$ cat src/rtl/alu4_cmd_driver.sv
// Command sequencer for the 4-bit ALU: FIFO-buffered host commands,
// one-at-a-time issue, accumulator chaining and a valid/ready response.
module alu4_cmd_driver #(
    parameter int                DATA_W     = 4,
    parameter int                FIFO_DEPTH = 4,
    parameter logic [DATA_W-1:0] ACC_INIT   = '0
) (
    input  logic              clk,
    input  logic              rst_n,
    input  logic              cmd_valid,
    output logic              cmd_ready,
    input  logic [2:0]        cmd_op,
    input  logic [DATA_W-1:0] cmd_imm,
    input  logic              cmd_load,
    output logic [DATA_W-1:0] alu_a,
    output logic [DATA_W-1:0] alu_b,
    output logic [2:0]        alu_sel,
    input  logic [DATA_W-1:0] alu_out,
    input  logic              alu_carry,
    input  logic              alu_zero,
    output logic              rsp_valid,
    input  logic              rsp_ready,
    output logic [DATA_W-1:0] rsp_data,
    output logic              rsp_carry,
    output logic              rsp_zero,
    output logic [DATA_W-1:0] acc,
    output logic              busy
);

    localparam int PTR_W = $clog2(FIFO_DEPTH);
    localparam int CNT_W = PTR_W + 1;

    typedef enum logic [1:0] {
        IDLE,
        ISSUE,
        RESP
    } state_t;

    state_t state;

    logic [2:0]        op_mem  [FIFO_DEPTH];
    logic [DATA_W-1:0] imm_mem [FIFO_DEPTH];
    logic              ld_mem  [FIFO_DEPTH];

    logic [PTR_W-1:0] wr_ptr;
    logic [PTR_W-1:0] rd_ptr;
    logic [CNT_W-1:0] count;

    logic full;
    logic empty;
    logic push;
    logic pop;
    logic load_q;

    assign full      = (count == CNT_W'(FIFO_DEPTH));
    assign empty     = (count == '0);
    assign cmd_ready = !full;
    assign push      = cmd_valid && cmd_ready;
    assign pop       = (state == IDLE) && !empty;
    assign busy      = (state != IDLE);

    // Pointers wrap for free because the depth is a power of two.
    always_ff @(posedge clk or negedge rst_n) begin
        if (!rst_n) begin
            wr_ptr <= '0;
            rd_ptr <= '0;
            count  <= '0;
            for (int i = 0; i < FIFO_DEPTH; i++) begin
                op_mem[i]  <= '0;
                imm_mem[i] <= '0;
                ld_mem[i]  <= 1'b0;
            end
        end else begin
            if (push) begin
                op_mem[wr_ptr]  <= cmd_op;
                imm_mem[wr_ptr] <= cmd_imm;
                ld_mem[wr_ptr]  <= cmd_load;
                wr_ptr          <= wr_ptr + PTR_W'(1);
            end
            if (pop) begin
                rd_ptr <= rd_ptr + PTR_W'(1);
            end
            case ({push, pop})
                2'b10:   count <= count + CNT_W'(1);
                2'b01:   count <= count - CNT_W'(1);
                default: count <= count;
            endcase
        end
    end

    always_ff @(posedge clk or negedge rst_n) begin
        if (!rst_n) begin
            state     <= IDLE;
            acc       <= ACC_INIT;
            alu_a     <= '0;
            alu_b     <= '0;
            alu_sel   <= '0;
            load_q    <= 1'b0;
            rsp_valid <= 1'b0;
            rsp_data  <= '0;
            rsp_carry <= 1'b0;
            rsp_zero  <= 1'b0;
        end else begin
            case (state)
                IDLE: begin
                    if (pop) begin
                        alu_a   <= acc;
                        alu_b   <= imm_mem[rd_ptr];
                        alu_sel <= op_mem[rd_ptr];
                        load_q  <= ld_mem[rd_ptr];
                        state   <= ISSUE;
                    end
                end
                ISSUE: begin
                    // alu_b still holds the immediate, so a load reads it back.
                    if (load_q) begin
                        acc       <= alu_b;
                        rsp_data  <= alu_b;
                        rsp_zero  <= (alu_b == '0);
                        rsp_carry <= 1'b0;
                    end else begin
                        acc       <= alu_out;
                        rsp_data  <= alu_out;
                        rsp_zero  <= alu_zero;
                        rsp_carry <= (alu_sel == 3'b000) ? alu_carry : 1'b0;
                    end
                    rsp_valid <= 1'b1;
                    state     <= RESP;
                end
                RESP: begin
                    if (rsp_ready) begin
                        rsp_valid <= 1'b0;
                        state     <= IDLE;
                    end
                end
                default: begin
                    rsp_valid <= 1'b0;
                    state     <= IDLE;
                end
            endcase
        end
    end

endmodule

$ cat config.mk
export PLATFORM = sky130hd
export DESIGN_NAME = alu4_cmd_driver
export DESIGN_NICKNAME = d
export VERILOG_FILES = /design/src/rtl/alu4_cmd_driver.sv
export SDC_FILE = /design/constraint.sdc
export NUM_CORES = 1
export LEC_CHECK = 0
export CAP_MARGIN = 20
export CORE_MARGIN = 2
export CORE_UTILIZATION = 48
export DETAILED_ROUTE_END_ITERATION = 16
export GPL_ROUTABILITY_DRIVEN = 0
export GPL_TIMING_DRIVEN = 0
export PLACE_DENSITY = 0.75
export SYNTH_ARGS = -nofsm -noshare
export SYNTH_HDL_FRONTEND = slang
export SYNTH_SLANG_ARGS = --single-unit
$ cat constraint.sdc
create_clock -name clk -period 2 [get_ports clk]
set_input_delay 0.2 -clock clk [delete_from_list [all_inputs] [get_ports clk]]
set_output_delay 0.2 -clock clk [all_outputs]
set_load 0.1 [all_outputs]
**Word-level counts from Yosys, hierarchy flattened**

Index checks and enable logic that the tools add are counted.

- Bits in registers: 60
- Bits in latches: 0
- RAM bits: 0
- ROM bits: 0
- Input bits: 18
- Output and inout port bits: 24
- Logic and storage cells: 83
- Memories: 0

- Add/sub/neg operators: 4
- Multiply operators: 0
- Div/mod/pow operators: 0
- $lt $le $gt $ge: 3
- Equal/unequal tests: 7
- Shift-type cells: 0
- Mux-type cells: 28
- Bitwise operators: 3
- Reduce and logical (&&, ||, !) cells: 14

Operators with widths:

| kind | number |
|---|---|
| 16-bit bitwise mux | 1 |
| 4-bit 2-to-1 mux | 4 |
| 12-bit bitwise mux | 1 |
| 3-bit 2-to-1 mux | 3 |
| 4-bit binary-select mux with 2-bit select | 1 |
| 4-bit demux with 2-bit select | 1 |
| 1-bit 2-to-1 mux | 7 |
| 3-bit binary-select mux with 2-bit select | 1 |
| 3-bit demux with 2-bit select | 1 |
| 3-bit greater-or-equal comparator, second input constant | 2 |
| 3-bit zero test | 2 |
| 2-bit inverter with 3-bit output | 2 |
| 2-bit case mux with 3 select lines | 1 |
| 3-bit case mux with 2 select lines | 1 |
| 2-bit AND reduction | 3 |
| 2-bit by 1-bit adder with 2-bit output, second input constant | 2 |
| 4-bit bitwise mux | 1 |
| 2-bit by 1-bit == test with 1-bit output, second input constant | 2 |
| 2-bit == test, second input constant | 2 |
| 4-bit zero test | 1 |
| 2-bit 2-to-1 mux | 2 |
| 2-bit inequality test, second input constant | 2 |
| 2-bit nonzero test | 2 |
| 3-bit by 1-bit adder with 3-bit output, second input constant | 1 |
| other kinds (10) | 13 |

**Longest topological paths before layout**

- Depth after elaboration: 6
- Gate-level depth with buffers: 9
- Depth with buffers taken out: 8

**Worst setup path after synthesis**

No wires, ideal clock.

- Kind: flip-flop to flip-flop
- From: reg state[0]
- To: reg count[2]
- Setup time: 0.079 ns
- Arrival: 2.492 ns
- Data required time: 1.921 ns
- Slack: -0.571 ns
- Stages on the path, launching flop included: 10
- Path buffers: 1
- Clock period less this slack: 2.571 ns
- Path through: dfrtp_1 -> or2_1 -> nor2_4 -> buf_4 -> ha_1 -> inv_1 -> fa_1 -> xor2_1 -> nor2_1 -> xor2_1

- Word-level cells in the longest chain between the ends: 4
- Elaborated cells on any way between the ends: 6
- Those cells by class: eq/ne (2); mux (1); reduce/logical (3)

RTL lines:

| item | RTL line | RTL |
|---|---|---|
| from (decl) | 39 | `state_t state;` |
| from (signal assigned) | 93 | `state <= IDLE;` |
| from (signal assigned) | 111 | `state <= ISSUE;` |
| from (signal assigned) | 128 | `state <= RESP;` |
| 2-bit zero test * | 59 | `assign pop = (state == IDLE) && !empty;` |
| 1-bit logical AND * | 59 |  |
| named net pop | 52 | `logic pop;` |
| 2-bit by 1-bit == test with 1-bit output or 2-bit == test (tied branches) | 83 | `case ({push, pop})` |
| 3-bit case mux with 2 select lines or 2-bit nonzero test (tied branches) | n/a |  |
| to (signal assigned) | 84 | `2'b10: count <= count + CNT_W'(1);` |
| to (signal assigned) | 85 | `2'b01: count <= count - CNT_W'(1);` |
| to (signal assigned) | 86 | `default: count <= count;` |
| to (decl) | 47 | `logic [CNT_W-1:0] count;` |

Mark *: on every way through the listed nets, which the timed path passes. The rest lies on a longest branch.
A chain may end at the register's enable or synchronous reset.

**Worst setup path after layout**

- From: reg state[0]
- To: out busy

- Word-level cells in the longest chain between the ends: 1

RTL lines:

| item | RTL line | RTL |
|---|---|---|
| 2-bit nonzero test | 60 | `assign busy = (state != IDLE);` |
| to (decl) | 27 | `output logic busy` |

Every way passes these cells.

==> results.yml <==
status:
  status: "complete, no violations"
sta:
  hold_ws_ns: 0.362
  worst_pin_slew_ns: 0.981
  hold_violations: 0
  fin_crit_sh_pct: 97.5
  finalMaxSlewViolations: 0
  fmaxAchievable_mhz: 513
  rsz0062_at_grt: "true"
  slew-limit-headroom_pct: 34.9
  period_minus_slack_ns: 1.95
  setup_violations: 0
  skew_ns: 0.00636
routing:
  drt_iter0_drc: 71
  firstDrtPassIters: 4
  wl_um: 5310
  num_vias: 1652
  ant_nets: 0
  drc: 0
  wire_per_inst_um: 16.4
  vias_per_cell: 5.11
setup_path:
  critPathRequiredTime_ns: 1.80
  crit_buf_inv: 1
  path_class: "reg2out"
  start_kind: "flip-flop"
  worst-endpoint-arrival_ns: 1.75
  critPathSlowestCell: "dlygate4sd2_1"
  worstPathMaxFanout: 4
  path_cells: "or2_4 -> dlygate4sd2_1"
  cp-end-kind: "primary output"
  cpPeakStageDelay_ns: 0.85
  worst_path_dominant_cell_family: "buffers and inverters"
final_layout:
  antenna_cells: 0
  layout-drive-gt1-share_pct: 39.4
  areaGrowthSynthToFinish_pct: 30.0
  nets: 270
global_route:
  grt_use_total_pct: 18.1
  grt_overflow: 0
  grt_start_max_net_pins: 33
  antenna_found_initial: 0
  grt_pass1_wl_um: 8530
  grt_pass1_vias: 1655
synth:
  synth_cell_types: 29
  ys_seq_area_share_pct: 53.2
  synthTopCellsByArea: "dfrtp_1 (53%), mux2_4 (17%), mux4_2 (6.4%), mux2_2 (4.0%), nand3_4 (2.5%)"
  yosysTopAreaCellShare_pct: 53.2
  synth_nets: 204
  syn_inst: 180
  yosys_warnings: 0
  ys_ff_latch: 60
  syn-mean-instance-area_sq_um: 15.7
  syn-cell-area_sq_um: 2820
  yosysTopAreaCell: "dfrtp_1"
clock_network:
  cts_tree: "built"
  ctsHtreeMaxLevel: 3
  clock_path_buffers: 2
  cts_root_buffer: "clkbuf_8"
  cts_buffers: 9
  cts.sinks: 60
  clkSlewWorstSetupHoldPaths_ns: 0.07
  clock_latency_ns: 0.33
placement:
  dpl.hpwl_um: 3460
  portBuffers: 40
floorplanning:
  rows: 27
  die_y_um: 80.7
  initial_core_util_pct: 50.3
  fp.dieArea_sq_um: 6510
  chipWidth_um: 80.7
  ios: 42
  core_area_sq_um: 5610
flow_run:
  cap_violations: 0
hold_path:
  holdCritPathClass: "in2reg"
[placed cells by master (no fill, tap or decap)]
cell	synthesis	final
buf_1	1	1
buf_12	0	2
buf_2	1	2
buf_4	6	19
bufinv_16	0	3
clkbuf_1	2	5
clkbuf_2	0	1
clkbuf_8	0	9
clkdlybuf4s50_1	0	15
clkinvlp_4	0	1
dfrtp_1	60	60
dlygate4sd2_1	0	23
dlygate4sd3_1	0	1
fa_2	0	1
ha_1	5	4
ha_4	0	1
inv_1	5	4
inv_2	0	1
mux2_1	3	3
mux2_2	10	10
mux2_4	32	32
mux2i_1	6	6
mux4_2	8	8
nand2_1	9	9
nand2_4	0	1
nand2b_1	1	1
nand3_4	4	4
nor2_1	3	3
nor2_4	1	1
nor3_2	1	1
nor3b_1	1	1
nor4_1	2	2
o21a_1	1	1
o21ai_0	7	7
or2_4	0	1
or3b_4	0	1
xnor2_1	2	2
xor2_1	4	4
[final timing paths]
path                       slack (ns)          end      start  depth (start not counted)
setup / recovery                 0.05         busy   state[0]                          2
hold / removal                   0.36    wr_ptr[0]  cmd_valid                          4
setup reg to reg                 0.06     count[2]   state[0]                          9
hold reg to reg                  0.48    rsp_valid  rsp_valid                          1
max in group asynchronous        0.97    rsp_carry      rst_n                          3
min in group asynchronous        0.43  imm_mem[11]      rst_n                          2
[cell usage after synthesis (all sizes together)]
library cell	count
buf	9
clkbuf	2
dfrtp	60
fa	1
ha	5
inv	5
mux2	45
mux2i	6
mux4	8
nand2	10
nand2b	1
nand3	4
nor2	4
nor3	1
nor3b	1
nor4	2
o21a	1
o21ai	7
or2	1
or3b	1
xnor2	2
xor2	4
[worst register-to-register path: stages, from the launching register on]
cell	delay, ns
dfrtp_1	0.41
or2_4	0.28
nor2_4	0.12
buf_12	0.13
ha_4	0.13
inv_2	0.03
fa_2	0.32
xor2_1	0.15
nor2_1	0.14
xor2_1	0.15
[metal layers]
layer  global-route usage (%)  vias to the layer above  wire length, um
met4                     8.64                        0              108
met3                     3.60                       12              270
met2                     28.2                       52             2540
met1                     24.2                      824             2390
li1                         -                      764                -
met5                        0                        -                0
[cell type report]
type / instances / area [sq um]
tap: 72 / 90.1
sequential: 60 / 1500
clock buffer: 12 / 135
multi-input combinational: 104 / 1250
clock inverter: 4 / 97.6
inverter: 5 / 18.8
fill: 446 / 1940
timing repair buffer: 56 / 497
buffer: 10 / 73.8
[kinds of logic after synthesis]
group	count (synthesis)	synth area share, %
simple gates	25	6.52
buf+inv	16	3.24
xor+xnor	6	1.86
mux	59	30.7
compound gates	8	1.51
fa+ha+maj	6	2.93
flops	60	53.2
[state kept, by name (all words and copies together), names as in the netlist]
| register | flops |
|---|---|
| state | 2 |
| rd_ptr | 2 |
| alu_a | 4 |
| wr_ptr | 2 |
| alu_sel | 3 |
| ld_mem | 4 |
| rsp_valid | 1 |
| acc | 4 |
| count | 3 |
| imm_mem | 16 |
| op_mem | 12 |
| rsp_carry | 1 |
| alu_b | 4 |
| rsp_zero | 1 |
| load_q | 1 |
[metrics by stage]
stage          cell area [sq um]  cells  util [%]  setup WS, ns  setup TNS (ns)
2_1_floorplan               2860    180         -       -0.0660         -0.0660
3_3_place_gp                3350    292      59.7         -1.16          -69.34
3_5_place_dp                3360    293      60.0        -0.126          -0.218
4_1_cts                     3590    313      64.0        -0.179          -0.179
5_1_grt                     3670    323      65.4       -0.0427         -0.0470
6_report                    3670    323      65.4        0.0504               0
[timing repair]
item / in CTS / in global routing
endpoints found under the setup margin: 25 / 4
gates cloned: 0 / 0
buffers inserted: 4 / 10
endpoints found under the hold margin: 28 / 0
pin swaps: 4 / 6
hold buffers: 1 / 0
gates resized for setup: 25 / 4
Power is left out: the tool's default activity adds up to more than one toggle a clock period on the data nets, which glitch-free logic cannot reach.
